## config.mk

```make
export PLATFORM = sky130hd
export DESIGN_NAME = npc_sequencer
export DESIGN_NICKNAME = d
export VERILOG_FILES = /design/src/rtl/npc_sequencer.sv
export SDC_FILE = /design/constraint.sdc
export NUM_CORES = 1
export LEC_CHECK = 0
export BUFFER_PORTS_ARGS = -buffer_cell sky130_fd_sc_hd__clkbuf_2
export CORE_MARGIN = 5
export CORE_UTILIZATION = 44
export DETAILED_ROUTE_END_ITERATION = 7
export GPL_TIMING_DRIVEN = 0
export PLACE_DENSITY = 0.84
export SLEW_MARGIN = 40
export SYNTH_ARGS = -nofsm -noshare
export SYNTH_HDL_FRONTEND = slang
export SYNTH_SLANG_ARGS = --single-unit
```

## constraint.sdc

```tcl
create_clock -name clk -period 1.7 [get_ports clk]
set_input_delay 0.17 -clock clk [delete_from_list [all_inputs] [get_ports clk]]
set_output_delay 0.17 -clock clk [all_outputs]
set_load 0.03 [all_outputs]
```

## src/rtl/npc_sequencer.sv

```systemverilog
// Fetch-stage next-PC sequencer: owns the PC, drives the imem request handshake and
// applies D-stage redirects after the delay slot, parking them while fetch is stalled.
module npc_sequencer #(
   parameter logic [31:0] RESET_PC = 32'h0000_3000,
   parameter logic [31:0] EXC_VEC  = 32'h0000_4180
) (
   input  logic        clk,
   input  logic        reset,
   input  logic        stall_f,
   input  logic        imem_ack,
   input  logic        pc_branch,
   input  logic [31:0] b_addr,
   input  logic        jump,
   input  logic [31:0] j_addr,
   input  logic        jump_reg,
   input  logic [31:0] jr_addr,
   input  logic        flush,
   output logic [31:0] pc_f,
   output logic [31:0] pc4_f,
   output logic        imem_req,
   output logic        fetch_valid,
   output logic        redirect_pending,
   output logic        pc_misalign
);

   typedef enum logic {StSeq, StPend} state_e;

   state_e      state_q, state_d;
   logic [31:0] pc_q, pc_d;
   logic [31:0] pend_q, pend_d;
   logic        misalign_q, misalign_d;

   logic        fire;
   logic        redir;
   logic [31:0] target;

   assign imem_req = !reset && !stall_f && !flush;
   assign fire     = imem_req && imem_ack;
   assign redir    = jump_reg | jump | pc_branch;

   always_comb begin
      target = b_addr;
      if (jump_reg) begin
         target = jr_addr;
      end else if (jump) begin
         target = j_addr;
      end
      target[1:0] = 2'b00;
   end

   always_comb begin
      pc_d       = pc_q;
      pend_d     = pend_q;
      state_d    = state_q;
      misalign_d = misalign_q | (jump_reg && (jr_addr[1:0] != 2'b00));
      if (flush) begin
         pc_d    = EXC_VEC;
         pend_d  = '0;
         state_d = StSeq;
      end else begin
         unique case (state_q)
            StSeq: begin
               if (fire) begin
                  pc_d = redir ? target : pc_q + 32'd4;
               end else if (redir) begin
                  pend_d  = target;
                  state_d = StPend;
               end
            end
            StPend: begin
               // A fresh redirect in PEND supersedes the parked one, even on the releasing fire.
               if (fire) begin
                  pc_d    = redir ? target : pend_q;
                  state_d = StSeq;
               end else if (redir) begin
                  pend_d = target;
               end
            end
            default: state_d = StSeq;
         endcase
      end
   end

   always_ff @(posedge clk) begin
      if (reset) begin
         pc_q       <= RESET_PC;
         pend_q     <= '0;
         state_q    <= StSeq;
         misalign_q <= 1'b0;
      end else begin
         pc_q       <= pc_d;
         pend_q     <= pend_d;
         state_q    <= state_d;
         misalign_q <= misalign_d;
      end
   end

   assign pc_f             = pc_q;
   assign pc4_f            = pc_q + 32'd4;
   assign fetch_valid      = fire;
   assign redirect_pending = (state_q == StPend);
   assign pc_misalign      = misalign_q;

endmodule

```

==> results.py <==
metrics = {
    "synth": {
        "ys.flop_type": "dfxtp_1",
        "syn_inst": 509,
        "synthArstFlopShare": 0,
        "syn_nets": 614,
        "synth_edf_count": 0,
        "syn_area_um2": 4150,
        "avgSynthCellArea_um2": 8.15,
        "ys_seq_area_frac": 0.318,
        "yosys_register_bits": 66,
        "synth_top_area_share": 0.318,
        "synthTopCellsByArea": "dfxtp_1, a22o_1, o21ai_0",
        "yosys.area.top_type": "dfxtp_1",
        "ys_types": 65,
        "yosysWarnings": 0,
    },
    "global_route": {
        "grt_pass1_vias": 5360,
        "antenna_found_initial": 0,
        "grt_use_met2": 0.532,
        "use_met3": 0.0759,
        "grt_overflow": 0,
        "grt_busiest_layer": "met2",
        "grt_pass1_wl_um": 28600,
        "grtUsageMet1": 0.383,
        "grt_max_degree": 12,
        "grtUsageTotal": 0.317,
    },
    "pwr": {
        "sequentialPowerShare": 0.430,
        "power.density_nw_per_um2": 554,
        "p_sw_mw": 1.31,
        "p_total_mw": 3.88,
        "p_clk_frac": 0.311,
        "p_int_mw": 2.57,
        "switching_share": 0.338,
        "ir_drop_uv": 292,
        "combinationalPowerShare": 0.259,
        "leakagePower_nw": 3.14,
    },
    "clock_tree": {
        "clk_path_buf_depth": 2,
        "numCtsBuffers": 9,
        "cts_sinks": 66,
        "ctsHoldBuffers": 0,
        "clkTransAtPathRegs_ns": 0.08,
        "insertion_delay_ns": 0.35,
        "cts_tree": "done",
        "cts-root-buf": "clkbuf_8",
        "htree_levels": 3,
    },
    "worst_setup_path": {
        "critical_path_buf_inv_count": 2,
        "cp_top_family": "simple AND/OR/NAND/NOR gates",
        "crit_type": "register to output port",
        "slowest_stage": "dfxtp_4",
        "cp-start-kind": "register",
        "cp-end-kind": "output port",
        "r2r_start": "pc_f[13]",
        "crit_chain": "nand2_2 -> nor4_4 -> buf_6 -> nand4_1 -> xnor2_4 -> buf_8",
        "crit_required_ns": 1.53,
        "path_max_fanout": 7,
        "max_stage_delay_ns": 0.42,
        "crit_start": "pc_f[13]",
        "crit_arrival_ns": 2.14,
    },
    "placed_design": {
        "portBuffers": 164,
        "dp_slack_ns": -0.571,
        "place_congestion": 0.913,
        "dpl.hpwl_um": 12400,
    },
    "finish": {
        "area.growth.synth_to_final_pct": 68.7,
        "post-route-util": 0.761,
        "drive_above_1_share": 0.531,
        "antenna_cells": 0,
        "fin_nets": 862,
        "fill_cells": 612,
    },
    "detailed_routing": {
        "ant_nets": 0,
        "vias": 5508,
        "viasPerCell": 6.31,
        "drt_iter0_drc": 437,
        "routedWlPerCell_um": 21.9,
        "drt-total-wl_um": 19100,
        "drcViolationCount": 0,
        "dr.pass1.iters": 6,
    },
    "die": {
        "fp-row-count": 35,
        "fp.dieArea_um2": 11500,
        "die_y_um": 107,
        "ios": 172,
        "chipWidth_um": 107,
        "initial_core_util": 0.451,
        "core_um2": 9200,
    },
    "worst_hold_path": {
        "hold_path_class": "input pin to register",
        "hp-start": "jr_addr[0]",
    },
    "sta": {
        "maxSlewHeadroom": 0.503,
        "fin_crit_sh": 1.36,
        "fmax_mhz": 433,
        "period_needed_ns": 2.31,
        "worst_slack_ns": -0.607,
        "fin_skew_ns": 0.00748,
        "worst_pin_slew_ns": 0.741,
        "final_max_slew_viol_count": 0,
        "setup_violations": 45,
        "hold_viol_final": 0,
        "grt_setup_unrepaired": "yes",
    },
    "outcome": {
        "violations": "negative setup slack",
        "status": "complete, but fails checks",
    },
    "job": {
        "drv_cap": 0,
    },
}
-- synth_stat cells (all sizes together), types with 3 or more instances --
cell	n
a211oi	7
a21oi	37
a221o	5
a221oi	4
a22o	27
a22oi	18
a31o	4
a31oi	6
a32o	5
and2	3
and3	5
buf	22
clkbuf	23
dfxtp	66
inv	12
nand2	52
nand2b	7
nand3	17
nand3b	8
nand4	11
nor2	24
nor2b	10
nor3	12
nor4	7
o2111ai	5
o21ai	39
o22ai	3
o2bb2ai	6
o31ai	3
or3	3
xnor2	20
xor2	8
-- timing repair --
action,CTS,global route
setup endpoints to repair,51,56
pin swaps,44,33
gates resized for setup,127,63
cloned,0,0
setup buffers,59,20
-- final cells by class --
class                   count  area [µm²]  area share
multi-input cells         386        3290       0.469
repair buffers            242        1750       0.250
flip-flops and latches     66        1410       0.202
plain buffers              40         201      0.0288
clock buffers              11         141      0.0202
well taps                 111         139      0.0198
inverters                  12        45.0     0.00644
clock inverters             5        28.8     0.00411
-- stage by stage --
stage	instance area, µm²	cells	hold slack [ns]	setup TNS [ns]
global placement	5530	784	0.433	-16.14
CTS	6670	855	0.127	-9.10
finish	7000	873	0.130	-14.79
global route	7000	873	0.159	-17.43
floorplan	4570	509	0.345	-4.55
detailed placement	5530	784	0.444	-18.53
-- state kept, by name (all words and copies together) (netlist names) --
signal,flops
pc_f,32
pend_q,32
pc_misalign,1
redirect_pending,1
-- cell families after synthesis --
kind of cell / count (synthesis) / synth area share
AOI/OAI and AO/OA: 189 / 0.318
xor gates and xnor gates: 28 / 0.0591
adders and majority gates: 1 / 0.00302
buffers and inverters: 57 / 0.0618
DFF: 66 / 0.318
muxes: 3 / 0.00784
and+or+nand+nor: 165 / 0.232
-- layer usage --
metal  routed length (µm)  vias up
li1                     -     2417
met5                    0        -
met1                 7100     2590
met3                 1970       77
met2                 9190      424
met4                  883        0
-- cell usage in the layout, fill, tap and decap left out, types with 5 or more instances in the layout --
master	n
clkbuf_1	13
buf_8	13
nand2b_1	7
nor4_4	5
buf_6	21
a22o_1	27
nand3_1	8
buf_4	62
nand4_1	9
nand2_1	44
xnor2_2	8
dfxtp_4	23
a211oi_1	5
clkbuf_2	145
a31oi_1	5
a32o_1	5
o2111ai_1	5
nor2b_1	9
nand3_4	7
nand3b_1	8
nor2_1	18
a21oi_1	33
dfxtp_1	40
clkbuf_8	20
nor3_1	5
inv_1	12
a22oi_1	18
o21ai_0	33
xnor2_4	11
nor3_4	6
a221o_1	5
buf_2	15
-- final timing paths --
path                                     to  slack (ns)  cells after the start
worst max-delay path              pc4_f[26]       -0.61                      6
worst min-delay path            pc_misalign        0.13                      3
worst max register to register     pc_f[30]       -0.39                      8
worst min register to register  pc_misalign        0.46                      2
-- worst reg2reg max path: cells and delay by family, from the launching register on --
family | cells | cell delay (ns)
xor gates and xnor gates | 1 | 0.22
and+or+nand+nor | 3 | 0.77
AOI/OAI and AO/OA | 1 | 0.13
DFF | 1 | 0.42
buffers and inverters | 3 | 0.44
-- power by group through the flow --
stage	Combinational, mW	Clock, mW	Sequential, mW
after global routing	1.07	1.26	1.67
after detailed placement	0.811	0	1.72
after floorplan	0.449	0	1.77
final	1.01	1.21	1.67
after global placement	0.795	0	1.72
after CTS	0.928	1.19	1.66
(Power assumes the default switching activity.)
